===== src/rtl/ocs_pkg.sv =====
// Shared encodings and default timing constants for the OCS slot scheduler
// and the controller top that instantiates it.
package ocs_pkg;

  typedef enum logic [1:0] {
    CMD_NONE  = 2'd0,
    CMD_START = 2'd1,
    CMD_SYNC  = 2'd2
  } cmd_type_e;

  typedef enum logic [2:0] {
    ST_IDLE   = 3'd0,
    ST_STABLE = 3'd1,
    ST_START  = 3'd2,
    ST_SLOT   = 3'd3,
    ST_CONFIG = 3'd4
  } ocs_state_e;

  localparam logic [31:0] OCS_SLOT_LEN_DEFAULT     = 32'h0000_04E2;
  localparam logic [31:0] OCS_CONFIG_DELAY_DEFAULT = 32'h0000_007D;

endpackage


===== src/rtl/ocs_slot_scheduler_if.sv =====
// Command channel from the slot scheduler to the per-channel frame builder.
interface ocs_slot_scheduler_if #(
  parameter int P_SLOT_ID_W = 1
) ();
  // A command transfers on a cycle where cmd_valid and cmd_ready are both high;
  // the payload holds while valid is high and ready is low (except a SYNC overwrite).
  logic                   cmd_valid;
  logic                   cmd_ready;
  logic [1:0]             cmd_type;
  logic [P_SLOT_ID_W-1:0] cmd_slot_id;
  logic [31:0]            cmd_time;

  modport master (
    output cmd_valid, cmd_type, cmd_slot_id, cmd_time,
    input  cmd_ready
  );

  modport slave (
    input  cmd_valid, cmd_type, cmd_slot_id, cmd_time,
    output cmd_ready
  );
endinterface


===== src/rtl/ocs_cmd_holdreg.sv =====
// Single-entry command register: a load while still holding an unaccepted
// entry replaces it and flags a drop.
module ocs_cmd_holdreg
  import ocs_pkg::*;
#(
  parameter int P_SLOT_ID_W = 1
) (
  input  logic                   clk_i,
  input  logic                   rst_ni,
  input  logic                   clear_i,
  input  logic                   load_i,
  input  logic [1:0]             load_type_i,
  input  logic [P_SLOT_ID_W-1:0] load_slot_i,
  input  logic [31:0]            load_time_i,
  input  logic                   ready_i,
  output logic                   valid_o,
  output logic [1:0]             type_o,
  output logic [P_SLOT_ID_W-1:0] slot_o,
  output logic [31:0]            time_o,
  output logic                   drop_o
);

  logic                   valid_q, valid_d;
  logic [1:0]             type_q, type_d;
  logic [P_SLOT_ID_W-1:0] slot_q, slot_d;
  logic [31:0]            time_q, time_d;

  always_comb begin
    valid_d = valid_q;
    type_d  = type_q;
    slot_d  = slot_q;
    time_d  = time_q;
    drop_o  = 1'b0;
    if (clear_i) begin
      valid_d = 1'b0;
      type_d  = CMD_NONE;
      slot_d  = '0;
      time_d  = '0;
    end else if (load_i) begin
      // An entry accepted on this same edge is not a drop.
      drop_o  = valid_q & ~ready_i;
      valid_d = 1'b1;
      type_d  = load_type_i;
      slot_d  = load_slot_i;
      time_d  = load_time_i;
    end else if (valid_q && ready_i) begin
      valid_d = 1'b0;
      type_d  = CMD_NONE;
      slot_d  = '0;
      time_d  = '0;
    end
  end

  always_ff @(posedge clk_i) begin
    if (!rst_ni) begin
      valid_q <= 1'b0;
      type_q  <= CMD_NONE;
      slot_q  <= '0;
      time_q  <= '0;
    end else begin
      valid_q <= valid_d;
      type_q  <= type_d;
      slot_q  <= slot_d;
      time_q  <= time_d;
    end
  end

  assign valid_o = valid_q;
  assign type_o  = type_q;
  assign slot_o  = slot_q;
  assign time_o  = time_q;

endmodule


===== src/rtl/ocs_slot_scheduler.sv =====
// OCS time-slot master: waits for stable links, sends START, then runs the
// endless SLOT/CONFIG cycle and issues a SYNC at the start of each new slot.
module ocs_slot_scheduler
  import ocs_pkg::*;
#(
  parameter int          P_CHANNEL_NUM   = 8,
  parameter logic [31:0] P_STABLE_CYCLES = 32'd256,
  parameter logic [31:0] P_SLOT_LEN      = OCS_SLOT_LEN_DEFAULT,
  parameter logic [31:0] P_CONFIG_DELAY  = OCS_CONFIG_DELAY_DEFAULT,
  parameter int          P_SLOT_NUM      = 2,
  parameter int          P_SLOT_ID_W     = 1
) (
  input  logic                     i_clk,
  input  logic                     i_rst_n,
  input  logic [P_CHANNEL_NUM-1:0] i_link_ready,
  ocs_slot_scheduler_if.master     cmd,
  output logic [P_SLOT_ID_W-1:0]   o_slot_id,
  output logic                     o_slot_active,
  output logic                     o_link_lost,
  output logic [15:0]              o_sync_drop_cnt,
  output logic [2:0]               o_dbg_state
);

  localparam logic [2:0] S_IDLE   = ST_IDLE;
  localparam logic [2:0] S_STABLE = ST_STABLE;
  localparam logic [2:0] S_START  = ST_START;
  localparam logic [2:0] S_SLOT   = ST_SLOT;
  localparam logic [2:0] S_CONFIG = ST_CONFIG;

  logic [2:0]             state_q, state_d;
  logic [31:0]            cnt_q, cnt_d;
  logic [31:0]            time_q, time_d;
  logic [P_SLOT_ID_W-1:0] slot_id_q, slot_id_d;
  logic                   active_q, active_d;
  logic                   link_lost_q, link_lost_d;
  logic [15:0]            drop_cnt_q;

  logic                   all_ready;
  logic                   ld, clr, hold_drop;
  logic [1:0]             ld_type;
  logic [P_SLOT_ID_W-1:0] ld_slot;
  logic [31:0]            ld_time;

  assign all_ready = &i_link_ready;

  always_comb begin
    state_d     = state_q;
    cnt_d       = cnt_q;
    time_d      = time_q + 32'd1;
    slot_id_d   = slot_id_q;
    active_d    = active_q;
    link_lost_d = 1'b0;
    ld          = 1'b0;
    clr         = 1'b0;
    ld_type     = CMD_NONE;
    ld_slot     = '0;
    ld_time     = '0;
    case (state_q)
      S_IDLE: begin
        if (all_ready) begin
          state_d = S_STABLE;
          cnt_d   = '0;
        end
      end
      S_STABLE: begin
        if (!all_ready) begin
          state_d = S_IDLE;
        end else if (cnt_q == P_STABLE_CYCLES - 32'd1) begin
          state_d = S_START;
          ld      = 1'b1;
          ld_type = CMD_START;
        end else begin
          cnt_d = cnt_q + 32'd1;
        end
      end
      S_START, S_SLOT, S_CONFIG: begin
        // Link loss outranks the handshake and any phase boundary.
        if (!all_ready) begin
          state_d     = S_IDLE;
          link_lost_d = 1'b1;
          active_d    = 1'b0;
          slot_id_d   = '0;
          cnt_d       = '0;
          clr         = 1'b1;
        end else if (state_q == S_START) begin
          if (cmd.cmd_valid && cmd.cmd_ready) begin
            state_d   = S_SLOT;
            active_d  = 1'b1;
            slot_id_d = '0;
            cnt_d     = '0;
            time_d    = '0;
          end
        end else if (state_q == S_SLOT) begin
          if (cnt_q == P_SLOT_LEN - 32'd1) begin
            state_d   = S_CONFIG;
            active_d  = 1'b0;
            cnt_d     = '0;
            slot_id_d = (slot_id_q == P_SLOT_ID_W'(P_SLOT_NUM - 1)) ? '0
                                                                    : slot_id_q + P_SLOT_ID_W'(1);
          end else begin
            cnt_d = cnt_q + 32'd1;
          end
        end else begin
          if (cnt_q == P_CONFIG_DELAY - 32'd1) begin
            state_d  = S_SLOT;
            active_d = 1'b1;
            cnt_d    = '0;
            ld       = 1'b1;
            ld_type  = CMD_SYNC;
            ld_slot  = slot_id_q;
            ld_time  = time_d;
          end else begin
            cnt_d = cnt_q + 32'd1;
          end
        end
      end
      default: state_d = S_IDLE;
    endcase
  end

  always_ff @(posedge i_clk) begin
    if (!i_rst_n) begin
      state_q     <= S_IDLE;
      cnt_q       <= '0;
      time_q      <= '0;
      slot_id_q   <= '0;
      active_q    <= 1'b0;
      link_lost_q <= 1'b0;
      drop_cnt_q  <= '0;
    end else begin
      state_q     <= state_d;
      cnt_q       <= cnt_d;
      time_q      <= time_d;
      slot_id_q   <= slot_id_d;
      active_q    <= active_d;
      link_lost_q <= link_lost_d;
      if (hold_drop && drop_cnt_q != 16'hFFFF) drop_cnt_q <= drop_cnt_q + 16'd1;
    end
  end

  ocs_cmd_holdreg #(.P_SLOT_ID_W(P_SLOT_ID_W)) u_holdreg (
    .clk_i       (i_clk),
    .rst_ni      (i_rst_n),
    .clear_i     (clr),
    .load_i      (ld),
    .load_type_i (ld_type),
    .load_slot_i (ld_slot),
    .load_time_i (ld_time),
    .ready_i     (cmd.cmd_ready),
    .valid_o     (cmd.cmd_valid),
    .type_o      (cmd.cmd_type),
    .slot_o      (cmd.cmd_slot_id),
    .time_o      (cmd.cmd_time),
    .drop_o      (hold_drop)
  );

  assign o_slot_id       = slot_id_q;
  assign o_slot_active   = active_q;
  assign o_link_lost     = link_lost_q;
  assign o_sync_drop_cnt = drop_cnt_q;
  assign o_dbg_state     = state_q;

endmodule


===== src/flat_wrapper.sv =====
// flat-port wrapper written by rule: the top's interface ports become plain ports
module ocs_slot_scheduler_flat import ocs_pkg::*;
#(
  parameter int          P_CHANNEL_NUM   = 8,
  parameter logic [31:0] P_STABLE_CYCLES = 32'd256,
  parameter logic [31:0] P_SLOT_LEN      = OCS_SLOT_LEN_DEFAULT,
  parameter logic [31:0] P_CONFIG_DELAY  = OCS_CONFIG_DELAY_DEFAULT,
  parameter int          P_SLOT_NUM      = 2,
  parameter int          P_SLOT_ID_W     = 1
)
  (i_clk, i_rst_n, i_link_ready, o_slot_id, o_slot_active, o_link_lost, o_sync_drop_cnt, o_dbg_state, cmd_cmd_valid, cmd_cmd_type, cmd_cmd_slot_id, cmd_cmd_time, cmd_cmd_ready);
  ocs_slot_scheduler_if #(.P_SLOT_ID_W(P_SLOT_ID_W)) cmd_i ();
  input  logic i_clk;
  input  logic i_rst_n;
  input  logic [P_CHANNEL_NUM-1:0] i_link_ready;
  output logic [P_SLOT_ID_W-1:0] o_slot_id;
  output logic o_slot_active;
  output logic o_link_lost;
  output logic [15:0] o_sync_drop_cnt;
  output logic [2:0] o_dbg_state;
  output wire logic [$bits(cmd_i.cmd_valid)-1:0] cmd_cmd_valid;
  output wire logic [$bits(cmd_i.cmd_type)-1:0] cmd_cmd_type;
  output wire logic [$bits(cmd_i.cmd_slot_id)-1:0] cmd_cmd_slot_id;
  output wire logic [$bits(cmd_i.cmd_time)-1:0] cmd_cmd_time;
  input wire logic [$bits(cmd_i.cmd_ready)-1:0] cmd_cmd_ready;
  assign cmd_cmd_valid = cmd_i.cmd_valid;
  assign cmd_cmd_type = cmd_i.cmd_type;
  assign cmd_cmd_slot_id = cmd_i.cmd_slot_id;
  assign cmd_cmd_time = cmd_i.cmd_time;
  assign cmd_i.cmd_ready = cmd_cmd_ready;
  ocs_slot_scheduler #(.P_CHANNEL_NUM(P_CHANNEL_NUM), .P_STABLE_CYCLES(P_STABLE_CYCLES), .P_SLOT_LEN(P_SLOT_LEN), .P_CONFIG_DELAY(P_CONFIG_DELAY), .P_SLOT_NUM(P_SLOT_NUM), .P_SLOT_ID_W(P_SLOT_ID_W)) u_core (.i_clk(i_clk), .i_rst_n(i_rst_n), .i_link_ready(i_link_ready), .cmd(cmd_i), .o_slot_id(o_slot_id), .o_slot_active(o_slot_active), .o_link_lost(o_link_lost), .o_sync_drop_cnt(o_sync_drop_cnt), .o_dbg_state(o_dbg_state));
endmodule

===== config.mk =====
export PLATFORM = sky130hd
export DESIGN_NAME = ocs_slot_scheduler_flat
export DESIGN_NICKNAME = d
export VERILOG_FILES = /design/src/rtl/ocs_pkg.sv /design/src/rtl/ocs_slot_scheduler_if.sv /design/src/rtl/ocs_cmd_holdreg.sv /design/src/rtl/ocs_slot_scheduler.sv /design/src/flat_wrapper.sv
export SDC_FILE = /design/constraint.sdc
export NUM_CORES = 1
export LEC_CHECK = 0
export CORE_MARGIN = 2
export CORE_UTILIZATION = 55
export CTS_CLUSTER_DIAMETER = 30
export CTS_CLUSTER_SIZE = 12
export DETAILED_ROUTE_END_ITERATION = 6
export PLACE_DENSITY = 0.79
export SYNTH_ARGS = -nofsm -noshare
export SYNTH_HDL_FRONTEND = slang
export SYNTH_SLANG_ARGS = --single-unit

===== constraint.sdc =====
create_clock -name i_clk -period 2.75 [get_ports i_clk]
set_input_delay 0.275 -clock i_clk [delete_from_list [all_inputs] [get_ports i_clk]]
set_output_delay 0.275 -clock i_clk [all_outputs]
set_load 0.005 [all_outputs]

== Word level (Yosys, flattened, before mapping) ==
Cells that the tools add are included.

* Mux-type cells: 69
* Bitwise operators: 3
* Reductions and logical operators: 12
* Add/subtract/negate cells: 4
* Eq/ne operators: 20

{| class="wikitable"
|+ Operator list
! kind !! count
|-
| 2-to-1 mux 32 bit || 19
|-
| case mux 32 bit (3 select lines) || 1
|-
| adder 32 x 1 -> 32 bit (second input constant) || 2
|-
| == test 32 x 11 -> 1 bit (second input constant) || 1
|-
| == test 32 x 7 -> 1 bit (second input constant) || 1
|-
| == test 32 x 8 -> 1 bit (second input constant) || 1
|-
| 2-to-1 mux 1 bit || 30
|-
| 2-to-1 mux 3 bit || 9
|-
| adder 16 x 1 -> 16 bit (second input constant) || 1
|-
| inequality test 16 bit (second input constant) || 1
|-
| 2-to-1 mux 2 bit || 7
|-
| inequality test 3 bit (second input constant) || 4
|-
| inequality test 4 bit (second input constant) || 3
|-
| inequality test 5 bit (second input constant) || 2
|-
| AND reduction 5 bit || 2
|-
| case mux 3 bit (3 select lines) || 1
|-
| AND reduction 4 bit || 2
|-
| AND reduction 8 bit || 1
|-
| == test 3 x 2 -> 1 bit (second input constant) || 2
|-
| inequality test 2 x 1 -> 1 bit (second input constant) || 2
|-
| case mux 2 bit (2 select lines) || 1
|-
| == test 3 x 1 -> 1 bit (second input constant) || 1
|-
| == test 3 bit (second input constant) || 1
|-
| logical NOT 3 bit || 1
|-
| 10 further kinds || 12
|}

* Flip-flop bits (word level): 122
* Output and inout port bits: 58
* Input port bits: 11

== Depth between registers and ports, before layout ==
* Depth in word-level cells: 9
* Gate-level depth with buffers: 10

== Cells and area by module ==
A second synthesis with hierarchy kept.

* Cell total of the unflattened synthesis: 668
* Area, all modules: 5982.0 sq um

{| class="wikitable"
|+ By module, submodules not included
! module !! times used !! cells an instance !! seq. area each (sq um) !! area an instance (sq um)
|-
| ocs_slot_scheduler || 1 || 541 || 1721.7 || 4483.0
|-
| ocs_cmd_holdreg || 1 || 127 || 720.7 || 1498.9
|}

== Least setup slack after synthesis ==
OpenSTA, ideal clock, no wires.

* Kind: register -> register
* Start: register u_core.cnt_q[13]
* End: register u_core.cnt_q[8]
* Arrival time: 2.005 ns
* Library setup time: 0.117 ns
* Path slack: 0.627 ns
* Cell stages (with the launch flop): 8
* Path through: dfxtp_1 > or4_4 > nor2_4 > and3_2 > o21ai_2 > a311oi_4 > buf_6 > nor4_2

* Word-level cells in the longest chain between the ends: 6
* Elaborated cells on any way between the ends: 11
* Those cells by class: 4 x eq/ne; 6 x mux; 1 x reduce/logical

{| class="wikitable"
|+ Ends and longest elaborated chain
! what !! RTL line !! text
|-
| from (decl) || ocs_slot_scheduler.sv:31 || <nowiki>logic [31:0] cnt_q, cnt_d;</nowiki>
|-
| from (signal assigned) || ocs_slot_scheduler.sv:132 || <nowiki>cnt_q <= cnt_d;</nowiki>
|-
| == test 32 x 7 -> 1 bit / == test 32 x 11 -> 1 bit (equally long branches) || ocs_slot_scheduler.sv:104, ocs_slot_scheduler.sv:94 ||
|-
| 2-to-1 mux 32 bit (on tied branches) || ocs_slot_scheduler.sv:104, ocs_slot_scheduler.sv:94 ||
|-
| 2-to-1 mux 32 bit || ocs_slot_scheduler.sv:93 || <nowiki>end else if (state_q == S_SLOT) begin</nowiki>
|-
| 2-to-1 mux 32 bit || ocs_slot_scheduler.sv:85 || <nowiki>end else if (state_q == S_START) begin</nowiki>
|-
| 2-to-1 mux 32 bit || ocs_slot_scheduler.sv:78 || <nowiki>if (!all_ready) begin</nowiki>
|-
| case mux 32 bit (3 select lines) || ocs_slot_scheduler.sv:58 || <nowiki>case (state_q)</nowiki>
|}

Parallel ways exist; a longest one is shown, timed or not.
A chain may end at the register's enable or synchronous reset.

== Worst setup path after layout ==
* Start: register u_core.cnt_q[3]
* End: register u_core.drop_cnt_q[9], in the netlist u_core.o_sync_drop_cnt[9]

* Word-level cells in the longest chain between the ends: 9
* Elaborated cells on any way between the ends: 12
* Those cells by class: 2 x eq/ne; 9 x mux; 1 x reduce/logical

{| class="wikitable"
|+ Ends and longest elaborated chain
! what !! RTL line !! text
|-
| == test 32 x 7 -> 1 bit || ocs_slot_scheduler.sv:104 || <nowiki>if (cnt_q == P_CONFIG_DELAY - 32'd1) begin</nowiki>
|-
| 2-to-1 mux 1 bit || ocs_slot_scheduler.sv:104 ||
|-
| 2-to-1 mux 1 bit || ocs_slot_scheduler.sv:93 ||
|-
| 2-to-1 mux 1 bit || ocs_slot_scheduler.sv:85 ||
|-
| 2-to-1 mux 1 bit || ocs_slot_scheduler.sv:78 ||
|-
| case mux 1 bit (2 select lines) (*) || ocs_slot_scheduler.sv:58 ||
|-
| 2-to-1 mux 1 bit (*) || ocs_cmd_holdreg.sv:39 || <nowiki>end else if (load_i) begin</nowiki>
|-
| 2-to-1 mux 1 bit (*) || ocs_cmd_holdreg.sv:34 || <nowiki>if (clear_i) begin</nowiki>
|-
| logical AND 1 bit (*) || ocs_slot_scheduler.sv:137 || <nowiki>if (hold_drop && drop_cnt_q != 16'hFFFF) drop_cnt_q <= drop_cnt_q + 16'd1;</nowiki>
|-
| to (signal assigned) || ocs_slot_scheduler.sv:137 ||
|-
| to (decl) || ocs_slot_scheduler.sv:36 || <nowiki>logic [15:0] drop_cnt_q;</nowiki>
|}

Every way passes the cells marked *; elsewhere a longest branch is shown, timed or not.

==> flow_summary.json <==
{
  "status": "finished clean",
  "port_buffers": 68,
  "highest-signal-layer": "met4",
  "relSlewSlack": 0.493,
  "detail_route.vias_per_cell": 5.65,
  "numCtsBuffers": 17,
  "dieArea_sq_um": 10900,
  "antenna_cells": 0,
  "worst_clock_skew_ns": 0.00733,
  "ys_types": 58,
  "tightest_slew_ns": 0.755,
  "cp-start-kind": "register",
  "syn-num-nets": 661,
  "postSynthAreaPerCell_sq_um": 8.61,
  "track_usage": 0.240,
  "wire_per_inst_um": 14.6,
  "dr_wl_met2_mm": 6.17,
  "routabilityCongestion": 0.851,
  "required_ns": 3.20,
  "setup_viol": 0,
  "dp_hpwl_mm": 8.72,
  "synth_ff_type": "dfxtp_1",
  "cp.arrival_ns": 2.86,
  "p_leak_nw": 2.36,
  "maxCapViolations": 0,
  "reg2reg_slack_ns": 0.33,
  "grt_pass1_wl_mm": 21.5,
  "final.min_clock_period_ns": 2.42,
  "num_rows": 36,
  "pin_count": 69,
  "firstDrtPassIters": 6,
  "async_flop_share": 0,
  "synth_cells": 645,
  "ys_seq_area_frac": 0.440,
  "syn_to_final_growth_pct": 25.2,
  "die_x_um": 105,
  "nets": 731,
  "max_freq_mhz": 414,
  "maxSlewViolCount": 0,
  "utilization": 0.711,
  "vias": 4861,
  "rsz0062_at_grt": "no",
  "power_density_nw_per_um2": 592,
  "tns_ns": 0,
  "cts_tree": "done",
  "peakVddDrop_mv": 0.356,
  "clk-insertion-delay-late_ns": 0.52,
  "die_h_um": 105,
  "drc": 0,
  "cts_root_buf": "clkbuf_8",
  "ctsHoldBuffers": 0,
  "path_class": "register to register",
  "clockBufferDepth": 2,
  "antenna_found_initial": 0,
  "cts_resized": 0,
  "first_global_vias": 4695,
  "ys_ff_latch": 122,
  "grt-ovfl-total": 0,
  "core-area_sq_um": 9770,
  "hold_viol": 0,
  "hold_class": "register to register",
  "grt_max_degree": 36,
  "drtAntennaViolNets": 0,
  "endpoint_kind": "register",
  "htree_levels": 4,
  "synth-edff-count": 0,
  "drt_iter0_drc": 296,
  "yosys_warnings": 0,
  "final_layout_size_suffix_gt1_frac": 0.0907,
  "cts.sinks": 122,
  "wl_met1_mm": 5.53,
  "path_clk_slew_ns": 0.06,
  "period_share": 0.879,
  "postRouteWirelength_mm": 12.5,
  "wl_met3_um": 754,
  "cp_max_fo": 10,
  "start_util": 0.568,
  "post_cts_buffers": 0,
  "synth_area_sq_um": 5560
}
metrics by stage:
stage	hold slack (ns)	worst slack, ns	power (mW)	cell area [sq um]	instances
floorplan	0.439	0.627	1.86	5560	645
global placement	0.430	0.174	1.88	6340	829
detailed placement	0.441	0.0937	1.88	6340	829
CTS	0.455	0.368	4.15	6950	861
global route	0.480	0.174	4.25	6950	861
finish	0.449	0.333	4.12	6950	861
power by group:
part	leakage [nW]	switching (mW)	internal, mW
Sequential	0.983	0.00476	1.77
Combinational	1.07	0.0429	0.0269
Clock	0.306	0.809	1.46
Total	2.36	0.857	3.26
state kept, by name, indices dropped and copies added (netlist names):
register,flops
u_core.cnt_q,32
u_core.time_q,32
u_core.u_holdreg.time_o,32
u_core.o_sync_drop_cnt,16
u_core.o_dbg_state,3
u_core.u_holdreg.type_o,2
u_core.o_link_lost,1
u_core.o_slot_active,1
u_core.o_slot_id,1
u_core.u_holdreg.slot_o,1
u_core.u_holdreg.valid_o,1
metal layers:
layer | global-route usage | vias to the layer above
met5 | 0 | -
met4 | 0.0782 | 0
met3 | 0.0576 | 11
met2 | 0.409 | 161
met1 | 0.299 | 2274
li1 | - | 2415
worst max-delay path: stages (launching register included):
cell      delay [ns]
dfxtp_1         0.50
nand3_1         0.32
nor4_2          0.41
nand4_4         0.20
nand2b_1        0.34
or3_1           0.41
a21oi_1         0.15
cells in the final DEF (no fill, tap or decap), types with 4 or more instances in the layout:
cell	netlist	final
a21oi_1	9	9
a31oi_1	4	4
and3_1	15	15
and4_1	14	14
buf_4	2	9
clkbuf_16	0	16
clkbuf_8	0	4
clkdlybuf4s50_1	0	68
clkinv_4	0	4
dfxtp_1	122	122
ha_1	5	5
inv_1	14	14
mux2i_1	6	6
nand2_1	65	65
nand2b_1	7	7
nand3_1	32	32
nand4_1	34	34
nor2_1	101	101
nor3_1	16	16
nor4_1	13	13
nor4_2	4	4
o21ai_0	38	38
or3_1	7	7
xnor2_1	35	35
xor2_1	29	29
cells by family (layout without fill, tap and decap cells):
logic type               Yosys count  in the layout  synth area share
AND/OR/NAND/NOR                  335            335             0.317
flip-flops                       122            122             0.440
buffers and inverters             41            124            0.0385
multiplexers                       6              6            0.0108
adder cells (fa/ha/maj)            5              5            0.0113
AO/OA/AOI/OAI                     72             72            0.0817
XOR/XNOR                          64             64             0.101
final cells by class:
type                       count  area, sq um
multi-input combinational    482         2910
fill                         756         2820
sequential                   122         2440
timing repair buffer          78          768
clock buffer                  20          455
tap                          133          166
clock inverter                12          161
inverter                      14         52.6
path summary, 6_finish.rpt:
kind	startpoint	to	depth (start not counted)
worst min-delay path	u_core.u_holdreg.type_o[1]	u_core.u_holdreg.type_o[1]	2
worst max-delay path	u_core.cnt_q[3]	u_core.o_sync_drop_cnt[9]	6
worst min register to register	u_core.u_holdreg.type_o[1]	u_core.u_holdreg.type_o[1]	2
worst max register to register	u_core.cnt_q[3]	u_core.o_sync_drop_cnt[9]	6
synthesized netlist by cell type, types with 9 or more instances:
cell | count | area share
xor2_1 | 29 | 0.046
dfxtp_1 | 122 | 0.44
nor4_1 | 13 | 0.015
inv_1 | 14 | 0.0095
and3_1 | 15 | 0.017
nand4_1 | 34 | 0.038
o21ai_0 | 38 | 0.034
nand2_1 | 65 | 0.044
xnor2_1 | 35 | 0.055
nor2_1 | 101 | 0.068
nor3_1 | 16 | 0.014
nand3_1 | 32 | 0.029
clkbuf_1 | 13 | 0.0088
and4_1 | 14 | 0.022
a21oi_1 | 9 | 0.0081
Power figures use the tool's default switching activity.
